## src/rtl/pc_unit_if.sv

```systemverilog
// rtl/pc_unit_if.sv - Control/fetch bundle for pc_unit (exc/epc present only with PC_EXC_EN)
interface pc_unit_if #(
  parameter int WIDTH = 16
);
  logic             stall;
  logic [2:0]       op;
  logic [WIDTH-1:0] target;
  logic [WIDTH-1:0] offset;
  logic [WIDTH-1:0] pc;
  logic             ras_empty;
  logic             ras_full;
  logic             ras_ovf;
  logic             ras_udf;
`ifdef PC_EXC_EN
  logic             exc;
  logic [WIDTH-1:0] epc;

  modport master (
    output stall, op, target, offset, exc,
    input  pc, ras_empty, ras_full, ras_ovf, ras_udf, epc
  );
  modport slave (
    input  stall, op, target, offset, exc,
    output pc, ras_empty, ras_full, ras_ovf, ras_udf, epc
  );
`else
  modport master (
    output stall, op, target, offset,
    input  pc, ras_empty, ras_full, ras_ovf, ras_udf
  );
  modport slave (
    input  stall, op, target, offset,
    output pc, ras_empty, ras_full, ras_ovf, ras_udf
  );
`endif
endinterface

```

## src/rtl/pc_unit.sv

```systemverilog
// rtl/pc_unit.sv - Fetch-stage program counter with circular return-address stack; optional exception entry under PC_EXC_EN
module pc_unit #(
  parameter int               WIDTH      = 16,
  parameter int               STEP       = 1,
  parameter logic [WIDTH-1:0] RESET_PC   = '0,
  parameter int               RAS_DEPTH  = 4,
  parameter logic [WIDTH-1:0] EXC_VECTOR = WIDTH'(16'h0002)
) (
  input logic      clk,
  input logic      reset,
  pc_unit_if.slave bus
);

  localparam int               PW      = $clog2(RAS_DEPTH);
  localparam int               CW      = PW + 1;
  localparam logic [WIDTH-1:0] STEP_W  = WIDTH'(STEP);
  localparam logic [CW-1:0]    DEPTH_C = CW'(RAS_DEPTH);

  localparam logic [2:0] OP_BRANCH = 3'd1;
  localparam logic [2:0] OP_JUMP   = 3'd2;
  localparam logic [2:0] OP_CALL   = 3'd3;
  localparam logic [2:0] OP_RET    = 3'd4;

  logic [WIDTH-1:0] pc_q, pc_d;
  logic [WIDTH-1:0] seq_pc;
  logic [WIDTH-1:0] ras_q [RAS_DEPTH];
  // top_q points at the next free slot; the newest entry sits at top_q-1.
  // When full, top_q also addresses the oldest entry, so a push there
  // naturally overwrites it.
  logic [PW-1:0]    top_q, top_d, top_m1;
  logic [CW-1:0]    cnt_q, cnt_d;
  logic             push;
  logic             ovf_q, ovf_d;
  logic             udf_q, udf_d;
  logic             full_w, empty_w;
  logic             exc_hit;

`ifdef PC_EXC_EN
  logic [WIDTH-1:0] epc_q;
  assign exc_hit = bus.exc;
  assign bus.epc = epc_q;
`else
  assign exc_hit = 1'b0;
`endif

  assign seq_pc  = pc_q + STEP_W;
  assign top_m1  = top_q - PW'(1);
  assign full_w  = (cnt_q == DEPTH_C);
  assign empty_w = (cnt_q == '0);

  assign bus.pc        = pc_q;
  assign bus.ras_empty = empty_w;
  assign bus.ras_full  = full_w;
  assign bus.ras_ovf   = ovf_q;
  assign bus.ras_udf   = udf_q;

  // Next-PC and stack bookkeeping; exception beats stall, stall beats op.
  always_comb begin
    pc_d  = pc_q;
    top_d = top_q;
    cnt_d = cnt_q;
    push  = 1'b0;
    ovf_d = 1'b0;
    udf_d = 1'b0;
    if (exc_hit) begin
      pc_d = EXC_VECTOR;
    end else if (!bus.stall) begin
      case (bus.op)
        OP_BRANCH: pc_d = pc_q + bus.offset;
        OP_JUMP:   pc_d = bus.target;
        OP_CALL: begin
          pc_d  = bus.target;
          push  = 1'b1;
          top_d = top_q + PW'(1);
          if (full_w) ovf_d = 1'b1;
          else        cnt_d = cnt_q + CW'(1);
        end
        OP_RET: begin
          if (!empty_w) begin
            pc_d  = ras_q[top_m1];
            top_d = top_m1;
            cnt_d = cnt_q - CW'(1);
          end else begin
            pc_d  = seq_pc;
            udf_d = 1'b1;
          end
        end
        default:   pc_d = seq_pc;
      endcase
    end
  end

  // PC, stack pointer, occupancy and flag pulse registers.
  always_ff @(posedge clk) begin
    if (reset) begin
      pc_q  <= RESET_PC;
      top_q <= '0;
      cnt_q <= '0;
      ovf_q <= 1'b0;
      udf_q <= 1'b0;
    end else begin
      pc_q  <= pc_d;
      top_q <= top_d;
      cnt_q <= cnt_d;
      ovf_q <= ovf_d;
      udf_q <= udf_d;
    end
  end

  // Return-address storage; contents need no reset.
  always_ff @(posedge clk) begin
    if (!reset && push) ras_q[top_q] <= seq_pc;
  end

`ifdef PC_EXC_EN
  // Capture the interrupted PC on exception entry.
  always_ff @(posedge clk) begin
    if (reset)        epc_q <= '0;
    else if (exc_hit) epc_q <= pc_q;
  end
`endif

endmodule

```

## src/flat_wrapper.sv

```systemverilog
// flat-port wrapper written by rule: the top's interface ports become plain ports
module pc_unit_flat 
#(
  parameter int               WIDTH      = 16,
  parameter int               STEP       = 1,
  parameter logic [WIDTH-1:0] RESET_PC   = '0,
  parameter int               RAS_DEPTH  = 4,
  parameter logic [WIDTH-1:0] EXC_VECTOR = WIDTH'(16'h0002)
)
  (clk, reset, bus_stall, bus_op, bus_target, bus_offset, bus_pc, bus_ras_empty, bus_ras_full, bus_ras_ovf, bus_ras_udf);
  pc_unit_if #(.WIDTH(WIDTH)) bus_i ();
  input logic clk;
  input logic reset;
  input wire logic [$bits(bus_i.stall)-1:0] bus_stall;
  input wire logic [$bits(bus_i.op)-1:0] bus_op;
  input wire logic [$bits(bus_i.target)-1:0] bus_target;
  input wire logic [$bits(bus_i.offset)-1:0] bus_offset;
  output wire logic [$bits(bus_i.pc)-1:0] bus_pc;
  output wire logic [$bits(bus_i.ras_empty)-1:0] bus_ras_empty;
  output wire logic [$bits(bus_i.ras_full)-1:0] bus_ras_full;
  output wire logic [$bits(bus_i.ras_ovf)-1:0] bus_ras_ovf;
  output wire logic [$bits(bus_i.ras_udf)-1:0] bus_ras_udf;
  assign bus_i.stall = bus_stall;
  assign bus_i.op = bus_op;
  assign bus_i.target = bus_target;
  assign bus_i.offset = bus_offset;
  assign bus_pc = bus_i.pc;
  assign bus_ras_empty = bus_i.ras_empty;
  assign bus_ras_full = bus_i.ras_full;
  assign bus_ras_ovf = bus_i.ras_ovf;
  assign bus_ras_udf = bus_i.ras_udf;
  pc_unit #(.WIDTH(WIDTH), .STEP(STEP), .RESET_PC(RESET_PC), .RAS_DEPTH(RAS_DEPTH), .EXC_VECTOR(EXC_VECTOR)) u_core (.clk(clk), .reset(reset), .bus(bus_i));
endmodule
```

## config.mk

```make
export PLATFORM = sky130hd
export DESIGN_NAME = pc_unit_flat
export DESIGN_NICKNAME = d
export VERILOG_FILES = /design/src/rtl/pc_unit_if.sv /design/src/rtl/pc_unit.sv /design/src/flat_wrapper.sv
export SDC_FILE = /design/constraint.sdc
export NUM_CORES = 1
export LEC_CHECK = 0
export ABC_AREA = 1
export BUFFER_PORTS_ARGS = -buffer_cell sky130_fd_sc_hd__buf_4
export CAP_MARGIN = 20
export CORE_MARGIN = 3
export CORE_UTILIZATION = 41
export CTS_CLUSTER_SIZE = 10
export DETAILED_ROUTE_END_ITERATION = 10
export GPL_ROUTABILITY_DRIVEN = 0
export PLACE_DENSITY_LB_ADDON = 0.12
export SLEW_MARGIN = 20
export SYNTH_ARGS = -nofsm -noshare
export SYNTH_HDL_FRONTEND = slang
export SYNTH_SLANG_ARGS = --single-unit
```

## constraint.sdc

```tcl
create_clock -name clk -period 2.15 [get_ports clk]
set_input_delay 0.1075 -clock clk [delete_from_list [all_inputs] [get_ports clk]]
set_output_delay 0.1075 -clock clk [all_outputs]
set_load 0.01 [all_outputs]
```

==> PnR_summary.wiki, run 1 <==
{| class="wikitable"
! Metric !! Value
|-
| Antenna cell count || 0
|-
| Number of sinks handled by clock tree synthesis || 87
|-
| Number of H-tree levels || 3
|-
| Cell depth of the worst min-delay path || 3
|-
| Die outline width || between 100 and 150 um
|-
| Portion of synthesized cell area occupied by the leading cell type || 37.6%
|-
| Sequential fraction of design power || 45.9%
|-
| Number of iterations in the first detailed-routing pass || 5
|-
| Total Nets Final || ~770
|-
| Sequential cell area || 0.00238 sq mm
|-
| Switching fraction of total power || 29.0%
|-
| Mapped cell area || 0.00511 sq mm
|-
| Category of the worst setup path capture point || flop
|-
| Clock network fraction of total power || 36.0%
|-
| Final count of pins violating max slew || 0
|-
| Post-cts repair resize count || 0
|-
| Final critical-path share of the clock period || 88.2%
|-
| GRT Residual Overflow || 0
|-
| Dominant cells by area after synthesis || sky130_fd_sc_hd__edfxtp_1, sky130_fd_sc_hd__nand2_1, sky130_fd_sc_hd__dfxtp_1
|-
| Global-route wire length before repair || 22.0 mm
|-
| Area growth syn-to-layout || 19.0%
|-
| Max VDD drop || around 0.00035 V
|-
| Final-report hold violation count || 0
|-
| Hold EP || u_core.bus.pc[1]$_SDFFE_PP0N_
|-
| Die H || 118 um
|-
| Final critical delay including setup and external delays || ~1900 ps
|-
| Core area || ~0.012 sq mm
|-
| Worst hold slack after final layout || roughly 95 ps
|-
| Hold path startpoint || bus_target[1]
|-
| Pin count of the biggest net entering global routing || 36
|-
| Mean area per synthesized cell || approximately 8 sq um
|-
| Flip-flop and latch count after synthesis || 87
|-
| Setup TNS || 0 ps
|-
| Root buffer cell || sky130_fd_sc_hd__clkbuf_16
|-
| Vias in the first global route || 4,166
|-
| Crit-path max FO || 7
|-
| Count of warnings emitted by yosys || 0
|-
| Number of rows created at floorplan || 40
|-
| Wire per inst || 15.6 um
|-
| Leading cell type by number of instances after synthesis || sky130_fd_sc_hd__nand2_1
|-
| Cell-internal power || 2930 uW
|-
| Net Switching || approximately 1200 uW
|-
| Static Leakage || 0.00271 uW
|-
| Max Cap Viol || 0
|-
| Overall die area || 0.0138 sq mm
|-
| Total of buffers placed on input and output ports || 57
|-
| Clk Latency, worst-skew pair || about 340 ps
|-
| Unique cell type count in the Yosys netlist || 40
|-
| Clock slew at reported path FFs || 70 ps
|-
| CTS tree || built
|-
| Max Fclk || 0.527 GHz
|-
| Detailed placement HPWL || 10.2 mm
|-
| Setup repair after global routing missed its margin || no
|-
| Slew HR || 62.3%
|-
| Cell count of the worst reg-to-reg path || 9
|-
| Nature of the critical path startpoint || flop
|-
| Vias after detailed routing || ~4,400
|-
| Ratio of total power to cell area || 679 mW/mm^2
|-
| Post-synth EDFFs || 64
|-
| Setup slack of the worst register-to-register path || approximately 250 ps
|-
| Worst slew pin tran || 562 ps
|-
| Num CTS Buffers || 9
|-
| Beginning of the worst register-to-register path || u_core.bus.pc[1]$_SDFFE_PP0N_
|-
| Arrival time reported for the critical path endpoint || 2130 ps
|-
| Worst setup skew after layout || 7.73 ps
|-
| Initial DRC count || 257
|-
| Ys flop type || sky130_fd_sc_hd__edfxtp_1
|-
| Fraction of registers with async set or reset after synthesis || 0%
|-
| Critical R2R Capture || u_core.bus.pc[8]$_SDFFE_PP0N_
|-
| Combined area of the multi-input logic cells || 0.00234 sq mm
|-
| Critical path required time || 2380 ps
|-
| Setup violation total in the final timing report || 0
|-
| Antenna violations before repair || 0
|-
| Maximum root-to-sink buffer count || 2
|-
| Share of post-route cells with drive strength above 1 || 15.9%
|-
| Synthesized netlist net count || ~700
|-
| Number of nets still failing antenna checks after routing || 0
|-
| Residual DRC || 0
|-
| Initial cell density of the core || around 42%
|-
| Total wire length || around 14 mm
|-
| Via density || between 5 and 6
|-
| I/O pin count || 58
|-
| Share of total power in combinational logic || 18.1%
|-
| Run status || completed
|-
| Biggest area consumer among synthesized cells || sky130_fd_sc_hd__edfxtp_1
|-
| Filler Cell Count || 1,230
|-
| Commonest cells in the netlist || sky130_fd_sc_hd__nand2_1, sky130_fd_sc_hd__inv_1, sky130_fd_sc_hd__edfxtp_1, sky130_fd_sc_hd__nor2_1, sky130_fd_sc_hd__nand3_1
|-
| Fraction of the yosys area taken by sequential cells || 46.6%
|-
| Total global routing track utilization || between 20% and 30%
|-
| Count of mapped cells out of synthesis || 638
|-
| Hold WC Path Type || primary input to flop
|-
| Kind of critical path || flop to flop
|}
## cell families after synthesis
kind of cell | count (synthesis) | synth area share (%)
compound gates | 92 | 9.57
xor+xnor | 14 | 2.69
fa+ha+maj | 22 | 5.68
buf+inv | 98 | 7.66
flops | 87 | 46.6
simple gates | 325 | 27.8
## cells in the final DEF, fill, tap and decap left out, types with 3 or more instances in the layout
| master | count |
|---|---|
| sky130_fd_sc_hd__xnor2_1 | 4 |
| sky130_fd_sc_hd__nand3_2 | 5 |
| sky130_fd_sc_hd__inv_2 | 7 |
| sky130_fd_sc_hd__nand2_1 | 171 |
| sky130_fd_sc_hd__and2_1 | 6 |
| sky130_fd_sc_hd__edfxtp_1 | 64 |
| sky130_fd_sc_hd__a31oi_1 | 4 |
| sky130_fd_sc_hd__o21ai_0 | 35 |
| sky130_fd_sc_hd__buf_4 | 73 |
| sky130_fd_sc_hd__nand4_1 | 4 |
| sky130_fd_sc_hd__ha_1 | 20 |
| sky130_fd_sc_hd__xor2_1 | 8 |
| sky130_fd_sc_hd__inv_1 | 72 |
| sky130_fd_sc_hd__o21ai_1 | 4 |
| sky130_fd_sc_hd__clkbuf_16 | 9 |
| sky130_fd_sc_hd__nand3_1 | 61 |
| sky130_fd_sc_hd__clkinv_4 | 3 |
| sky130_fd_sc_hd__a21oi_1 | 41 |
| sky130_fd_sc_hd__nor2_1 | 62 |
| sky130_fd_sc_hd__nor3_1 | 5 |
| sky130_fd_sc_hd__dfxtp_1 | 23 |
## metal layers
metal / GRT usage (%) / vias to the layer above / share of wire [%]
met5: 0 / - / 0
met4: 4.40 / 0 / 1.0
met3: 3.32 / 9 / 6.1
met2: 34.2 / 126 / 49
met1: 26.9 / 2053 / 44
li1: - / 2245 / -
## cell type report
cell class / instances / share of cell area, %
Inverter: 80 / 4.94
Clock buffer: 9 / 3.70
Multi-Input combinational cell: 453 / 38.4
Sequential cell: 87 / 39.2
Clock inverter: 7 / 0.947
Tap cell: 168 / 3.46
Timing Repair Buffer: 75 / 9.34
## through the flow
| step | util, % | setup slack [ps] | power (uW) | cell area (sq um) | std cells |
|---|---|---|---|---|---|
| after floorplan | - | 143 | 2400 | 5110 | 638 |
| after global placement | 47.7 | 317 | 2660 | 5780 | 861 |
| after detailed placement | 47.7 | 265 | 2680 | 5780 | 861 |
| after CTS | 50.2 | 248 | 4150 | 6080 | 879 |
| after global routing | 50.2 | 56.8 | 4330 | 6080 | 879 |
| final | 50.2 | 254 | 4130 | 6080 | 879 |
## critical path, stage by stage (launching register included)
cell and delay [ps]:
sky130_fd_sc_hd__dfxtp_1 440, sky130_fd_sc_hd__inv_1 100, sky130_fd_sc_hd__fa_1 450, sky130_fd_sc_hd__inv_1 100, sky130_fd_sc_hd__nand3_1 70, sky130_fd_sc_hd__nand3_1 130, sky130_fd_sc_hd__a21oi_1 90, sky130_fd_sc_hd__or2_2 270
sky130_fd_sc_hd__nand3_1 70, sky130_fd_sc_hd__a21oi_1 70
## flip-flops by register name (all words and copies together) (netlist names)
name                cells
u_core.ras_q           64
u_core.bus.ras_udf      1
u_core.top_q            2
u_core.bus.pc          16
u_core.cnt_q            3
u_core.bus.ras_ovf      1
## how the worst max path moves through the flow
stage                                  startpoint                            end  slack (ps)  depth (start not counted)
global route        u_core.bus.pc[1]$_SDFFE_PP0N_  u_core.bus.pc[8]$_SDFFE_PP0N_          60                          9
CTS                 u_core.bus.pc[1]$_SDFFE_PP0N_  u_core.bus.pc[8]$_SDFFE_PP0N_         250                          9
finish              u_core.bus.pc[1]$_SDFFE_PP0N_  u_core.bus.pc[8]$_SDFFE_PP0N_         250                          9
global placement    u_core.bus.pc[1]$_SDFFE_PP0N_  u_core.bus.pc[8]$_SDFFE_PP0N_         320                          9
floorplan            u_core.top_q[0]$_SDFFE_PP0P_   u_core.ras_q[0][0]$_DFFE_PP_         140                          6
detailed placement  u_core.bus.pc[1]$_SDFFE_PP0N_  u_core.bus.pc[8]$_SDFFE_PP0N_         260                          9
## power groups by stage
stage / clock, uW / combinational, uW / sequential (uW)
after floorplan: 0 / 464 / 1930
after global placement: 0 / 730 / 1930
after detailed placement: 0 / 747 / 1930
after CTS: 1500 / 751 / 1890
after global routing: 1580 / 844 / 1900
final: 1480 / 748 / 1890
## timing repair
| item | in CTS | in global routing |
|---|---|---|
| endpoints found under the setup margin | 0 | 0 |
| endpoints found under the hold margin | 2 | 0 |
| buffers inserted | 0 | 0 |
| hold buffers | 2 | 0 |
Note: power is estimated with default switching activity, not from simulation.
==> inputs of run 2 (changes only) <==
- BUFFER_PORTS_ARGS: -buffer_cell sky130_fd_sc_hd__buf_4 -> default
- DONT_BUFFER_PORTS: default -> 1
==> PnR_summary.wiki, run 2 (same netlist as run 1, synthesis figures left out) <==
{| class="wikitable"
! Metric !! Value
|-
| Global-route wire length before repair || 21.8 mm (-0.94%)
|-
| Total wire length || 13.7 mm (about the same)
|-
| Final critical-path share of the clock period || 93.0% (+4.8 points)
|-
| Number of sinks handled by clock tree synthesis || 87 (unchanged)
|-
| Slew HR || 63.1% (+0.77 points)
|-
| Antenna violations before repair || 0 (unchanged)
|-
| Beginning of the worst register-to-register path || u_core.bus.pc[1]$_SDFFE_PP0N_
|-
| Clk Latency, worst-skew pair || 340 ps (about the same)
|-
| Run status || completed
|-
| Hold WC Path Type || primary input to flop
|-
| Worst slew pin tran || 554 ps (-8.11 ps)
|-
| Num CTS Buffers || 9 (unchanged)
|-
| Setup slack of the worst register-to-register path || 150 ps (-100 ps)
|-
| Max Cap Viol || 0 (unchanged)
|-
| Number of rows created at floorplan || 40 (unchanged)
|-
| Area growth syn-to-layout || 12.5%
|-
| I/O pin count || 58 (unchanged)
|-
| Max VDD drop || 0.000336 V (-2.6%)
|-
| Cell count of the worst reg-to-reg path || 9 (unchanged)
|-
| Critical R2R Capture || u_core.bus.pc[8]$_SDFFE_PP0N_
|-
| Placed cell count || 814 (-5.5%)
|-
| Setup violation total in the final timing report || 0 (unchanged)
|-
| Number of iterations in the first detailed-routing pass || 5 (unchanged)
|-
| GRT Residual Overflow || 0 (unchanged)
|-
| Vias in the first global route || 4,116 (-1.2%)
|-
| Combined area of the multi-input logic cells || 0.00234 sq mm (unchanged)
|-
| Worst setup skew after layout || 14.7 ps (+6.98 ps)
|-
| Vias after detailed routing || 4,185 (-5.6%)
|-
| Detailed placement HPWL || 10.2 mm (+0.18%)
|-
| Number of H-tree levels || 3 (unchanged)
|-
| Worst Setup EP || u_core.bus.pc[8]$_SDFFE_PP0N_
|-
| Total of buffers placed on input and output ports || 0 (-100%)
|-
| Setup TNS || 0 ps (unchanged)
|-
| Crit-path max FO || 7 (unchanged)
|-
| Number of setup buffers added after CTS || 0 (unchanged)
|-
| Die H || 118 um (unchanged)
|-
| Clock slew at reported path FFs || 70 ps (about the same)
|-
| Setup repair after global routing missed its margin || no
|-
| Antenna cell count || 0 (unchanged)
|-
| Total global routing track utilization || 20.0% (-0.031 points)
|-
| Most frequent standard cell in the layout excluding fill and tap cells || sky130_fd_sc_hd__nand2_1
|-
| Share of post-route cells with drive strength above 1 || 9.75% (-6.1 points)
|-
| Arrival time reported for the critical path endpoint || 2220 ps (+90 ps)
|-
| Register with the most flip-flops || u_core.ras_q
|-
| Largest register FFs || 64 (unchanged)
|-
| Root buffer cell || sky130_fd_sc_hd__clkbuf_16
|-
| Max Fclk || 0.500 GHz (-5.1%)
|-
| Kind of critical path || flop to flop
|-
| Wire per inst || 16.4 um (+5.2%)
|-
| Final critical delay including setup and external delays || 2000 ps (+103 ps)
|-
| Maximum root-to-sink buffer count || 2 (unchanged)
|-
| Pin count of the biggest net entering global routing || 36 (unchanged)
|-
| Critical path required time || 2370 ps (about the same)
|-
| Die outline width || 118 um (unchanged)
|-
| Initial DRC count || 311 (+21%)
|-
| Core area || 0.0121 sq mm (unchanged)
|-
| Post-cts repair resize count || 0 (unchanged)
|-
| Nature of the critical path startpoint || flop
|-
| Leading cell types in the layout, fill and taps excluded || sky130_fd_sc_hd__nand2_1, sky130_fd_sc_hd__inv_1, sky130_fd_sc_hd__edfxtp_1, sky130_fd_sc_hd__nor2_1, sky130_fd_sc_hd__nand3_1
|-
| Filler Cell Count || 1,240 (+0.81%)
|-
| CTS tree || built
|-
| Category of the worst setup path capture point || flop
|-
| Initial cell density of the core || 42.2% (unchanged)
|-
| Source of the critical timing path || u_core.bus.pc[1]$_SDFFE_PP0N_
|-
| Number of nets still failing antenna checks after routing || 0 (unchanged)
|-
| Via density || 5.01 (-0.62%)
|-
| Ratio of total power to cell area || 700 mW/mm^2 (+3.2%)
|-
| Residual DRC || 0 (unchanged)
|-
| Non-filler cells in the finished layout || 835 (-5.0%)
|-
| Final-report hold violation count || 0 (unchanged)
|-
| Overall die area || 0.0138 sq mm (unchanged)
|-
| Final count of pins violating max slew || 0 (unchanged)
|-
| Static Leakage || 0.00250 uW (-8.1%)
|-
| Sequential cell area || 0.00238 sq mm (unchanged)
|-
| Total Nets Final || 722 (-5.7%)
|}
-- run 2: worst min path at each step --
stage | from | to | depth (start not counted) | slack, ps
floorplan | reset | u_core.bus.ras_udf$_SDFF_PP0_ | 1 | 180
global placement | reset | u_core.bus.ras_udf$_SDFF_PP0_ | 1 | 190
detailed placement | reset | u_core.bus.ras_udf$_SDFF_PP0_ | 1 | 190
CTS | bus_target[3] | u_core.bus.pc[3]$_SDFFE_PP0N_ | 4 | 80
global route | bus_target[3] | u_core.bus.pc[3]$_SDFFE_PP0N_ | 4 | 110
finish | reset | u_core.bus.ras_ovf$_SDFF_PP0_ | 3 | 90
-- run 2: power by group --
| group | switching (uW) | internal (uW) | total, uW | leakage, uW |
|---|---|---|---|---|
| logic | 453 | 233 | 686 | 0.00159 |
| registers | 44.9 | 1850 | 1890 | 0.000772 |
| clock network | 651 | 797 | 1450 | 0.000135 |
| total | 1150 | 2880 | 4030 | 0.00250 |
-- run 2: cell type report --
type,instances,area share [%]
sequential,87,41.5
clock buffer,11,4.05
multi-input combinational,453,40.6
clock inverter,5,0.697
tap,168,3.66
timing repair buffer,31,4.27
inverter,80,5.23
-- run 2: timing repair --
item,4_1_cts,5_1_grt
endpoints found under the hold margin,5,0
hold buffers,5,0
setup endpoints to repair,0,0
-- run 2: stage by stage --
step	total power (uW)	hold slack, ps	utilization, %	cell area (sq um)	setup WS, ps
after floorplan	2400	184	-	5110	143
after global placement	2590	189	44.8	5420	192
after detailed placement	2610	191	44.8	5420	167
after CTS	4050	84.1	47.4	5750	149
after global routing	4200	110	47.4	5750	20.1
final	4030	87.9	47.4	5750	151
-- run 2: critical path, stage by stage, from the launching register on --
cell,delay [ps]
sky130_fd_sc_hd__dfxtp_1,500
sky130_fd_sc_hd__inv_1,110
sky130_fd_sc_hd__fa_1,450
sky130_fd_sc_hd__inv_1,100
sky130_fd_sc_hd__nand3_1,70
sky130_fd_sc_hd__nand3_1,140
sky130_fd_sc_hd__a21oi_1,100
sky130_fd_sc_hd__or2_2,270
sky130_fd_sc_hd__nand3_1,70
sky130_fd_sc_hd__a21oi_1,70
-- run 2: metal layers --
| metal | share of wire, % | vias to the layer above | track usage [%] |
|---|---|---|---|
| met3 | 4.7 | 17 | 3.08 |
| li1 | - | 2154 | - |
| met1 | 44 | 1924 | 25.5 |
| met5 | 0 | - | 0 |
| met4 | 2.3 | 0 | 7.03 |
| met2 | 49 | 90 | 34.6 |
==> inputs of run 3 (changes only) <==
- ABC_CLOCK_PERIOD_IN_PS: default -> 2150
- CORE_MARGIN: 3 -> 1
- PLACE_DENSITY_LB_ADDON: 0.12 -> default
==> PnR_summary.wiki, run 3 (same netlist as run 1, synthesis figures left out) <==
{| class="wikitable"
! Metric !! Value
|-
| Area growth syn-to-layout || 12.1%
|-
| Share of post-route cells with drive strength above 1 || 9.45% (-0.30 points)
|-
| Max Cap Viol || 0 (unchanged)
|-
| Final-report hold violation count || 0 (unchanged)
|-
| Total wire length || 13.4 mm (-1.8%)
|-
| Crit-path max FO || 6 (-1)
|-
| I/O pin count || 58 (unchanged)
|-
| Antenna violations before repair || 0 (unchanged)
|-
| Arrival time reported for the critical path endpoint || 2160 ps (-60 ps)
|-
| Sequential cell area || 0.00238 sq mm (unchanged)
|-
| Cell count of the worst reg-to-reg path || 6 (-3)
|-
| Number of rows created at floorplan || 40 (unchanged)
|-
| Residual DRC || 0 (unchanged)
|-
| Slowest cell on the critical path || sky130_fd_sc_hd__dfxtp_1
|-
| Leading cell types in the layout, fill and taps excluded || sky130_fd_sc_hd__nand2_1, sky130_fd_sc_hd__inv_1, sky130_fd_sc_hd__edfxtp_1, sky130_fd_sc_hd__nor2_1, sky130_fd_sc_hd__nand3_1
|-
| Total of buffers placed on input and output ports || 0 (unchanged)
|-
| Placed cell count || 815 (+0.12%)
|-
| Max stage delay on crit path || 530 ps (+30 ps)
|-
| Num CTS Buffers || 9 (unchanged)
|-
| Number of setup buffers added after CTS || 0 (unchanged)
|-
| Filler Cell Count || 1,164 (-6.1%)
|-
| Number of iterations in the first detailed-routing pass || 5 (unchanged)
|-
| Post-cts repair resize count || 0 (unchanged)
|-
| Most frequent standard cell in the layout excluding fill and tap cells || sky130_fd_sc_hd__nand2_1
|-
| Setup violation total in the final timing report || 0 (unchanged)
|-
| Initial cell density of the core || 42.4% (+0.18 points)
|-
| Combined area of the multi-input logic cells || 0.00234 sq mm (unchanged)
|-
| Critical path required time || 2420 ps (+50 ps)
|-
| Setup TNS || 0 ps (unchanged)
|-
| Ratio of total power to cell area || 694 mW/mm^2 (-1.0%)
|-
| Register with the most flip-flops || u_core.ras_q
|-
| Setup repair after global routing missed its margin || no
|-
| Kind of critical path || flop to flop
|-
| Static Leakage || 0.00248 uW (-0.66%)
|-
| Maximum root-to-sink buffer count || 2 (unchanged)
|-
| Number of nets still failing antenna checks after routing || 0 (unchanged)
|-
| Clk Latency, worst-skew pair || 340 ps (about the same)
|-
| Final count of pins violating max slew || 0 (unchanged)
|-
| Antenna cell count || 0 (unchanged)
|-
| Setup slack of the critical path after layout || 259 ps (+108 ps)
|-
| Nature of the critical path startpoint || flop
|-
| Root buffer cell || sky130_fd_sc_hd__clkbuf_16
|-
| Worst slack, placed || 301 ps (+133 ps)
|-
| Vias in the first global route || 4,134 (+0.44%)
|-
| Initial DRC count || 284 (-8.7%)
|-
| Worst Setup EP || u_core.bus.pc[7]$_SDFFE_PP0N_
|-
| Source of the critical timing path || u_core.bus.pc[3]$_SDFFE_PP0N_
|-
| Total global routing track utilization || 22.1% (+2.1 points)
|-
| Die H || 114 um (-3.4%)
|-
| Share of the core filled with cells || 47.5% (+0.062 points)
|-
| Non-filler cells in the finished layout || 835 (unchanged)
|-
| Overall die area || 0.0129 sq mm (-6.7%)
|-
| Setup slack of the worst register-to-register path || 260 ps (+110 ps)
|-
| Largest register FFs || 64 (unchanged)
|-
| Global-route wire length before repair || 21.6 mm (-1.1%)
|-
| Detailed placement HPWL || 9.95 mm (-2.3%)
|-
| Hold WC Path Type || primary input to flop
|-
| Number of H-tree levels || 3 (unchanged)
|-
| Pin count of the biggest net entering global routing || 36 (unchanged)
|-
| Cell breakdown of the critical path || nand2_1, nor2_1, nand2_1, xnor2_1, a21oi_1, a21oi_1
|-
| Max VDD drop || 0.000284 V (-16%)
|-
| GRT Residual Overflow || 0 (unchanged)
|-
| Total Nets Final || 722 (unchanged)
|-
| Slew HR || 62.3% (-0.71 points)
|-
| Run status || completed
|-
| Beginning of the worst register-to-register path || u_core.bus.pc[3]$_SDFFE_PP0N_
|-
| Via density || 5.15 (+2.7%)
|-
| Die outline width || 114 um (-3.4%)
|-
| Vias after detailed routing || 4,298 (+2.7%)
|-
| Final critical-path share of the clock period || 87.9% (-5.0 points)
|-
| Clock slew at reported path FFs || 60 ps (about the same)
|-
| Max Fclk || 0.529 GHz (+5.7%)
|-
| Category of the worst setup path capture point || flop
|-
| Number of sinks handled by clock tree synthesis || 87 (unchanged)
|-
| CTS tree || built
|-
| Worst slew pin tran || 564 ps (+10.6 ps)
|-
| Critical R2R Capture || u_core.bus.pc[7]$_SDFFE_PP0N_
|-
| Worst setup skew after layout || 7.82 ps (-6.89 ps)
|-
| Wire per inst || 16.1 um (-1.8%)
|-
| Core area || 0.0121 sq mm (-0.41%)
|-
| Cell depth of the worst min-delay path || 2 (-1)
|-
| Final critical delay including setup and external delays || 1890 ps (-108 ps)
|}
## run 3: cell count changes in the layout (fill, tap and decap cells not counted), sizes merged
cell,previous run,this run
dlygate4sd3,5,4
clkinvlp,0,2
inv,82,79
buf,26,27
clkbuf,11,12
## run 3: worst max-delay path: cells and delay by family, from the launching register on
family,cells,cell delay [ps]
compound gates,2,310
flops,1,530
simple gates,3,500
xor+xnor,1,480
## run 3: how the worst min path moves through the flow
stage	from	to	slack [ps]
floorplan	reset	u_core.bus.ras_udf$_SDFF_PP0_	180
global placement	reset	u_core.top_q[1]$_SDFFE_PP0P_	190
detailed placement	reset	u_core.bus.ras_udf$_SDFF_PP0_	190
CTS	bus_target[1]	u_core.bus.pc[1]$_SDFFE_PP0N_	2
global route	bus_target[1]	u_core.bus.pc[1]$_SDFFE_PP0N_	50
finish	bus_target[1]	u_core.bus.pc[1]$_SDFFE_PP0N_	20
## run 3: per-stage QoR
step / area, sq um / hold WS (ps) / total power, uW
detailed placement: 5430 / 188 / 2610
finish: 5730 / 19.5 / 3970
CTS: 5730 / 2.05 / 3980
global placement: 5430 / 190 / 2590
global route: 5730 / 55.0 / 4140
floorplan: 5110 / 184 / 2400
## run 3: cell type report
class | count | share of cell area, %
sequential | 87 | 41.6
multi-input combinational | 453 | 40.8
inverter | 80 | 5.24
timing repair buffer | 31 | 4.24
clock buffer | 12 | 4.13
tap | 168 | 3.67
clock inverter | 4 | 0.393
## run 3: routing by layer
metal | wire, um | up-vias | global-route usage [%]
met5 | 0 | - | 0
met4 | 291 | 0 | 9.21
met3 | 732 | 22 | 4.30
met2 | 6470 | 128 | 36.9
met1 | 5950 | 1991 | 28.2
li1 | - | 2157 | -
## run 3: repair_timing
action | 4_1_cts | 5_1_grt
endpoints found under the setup margin | 0 | 0
endpoints found under the hold margin | 5 | 0
hold buffers | 4 | 0
## run 3: report_power, final
part | total [uW] | switching (uW) | leakage [uW] | internal, uW
Sequential | 1890 | 41.4 | 0.000772 | 1850
Combinational | 692 | 458 | 0.00159 | 234
Clock | 1390 | 616 | 0.000118 | 776
Total | 3970 | 1120 | 0.00248 | 2860
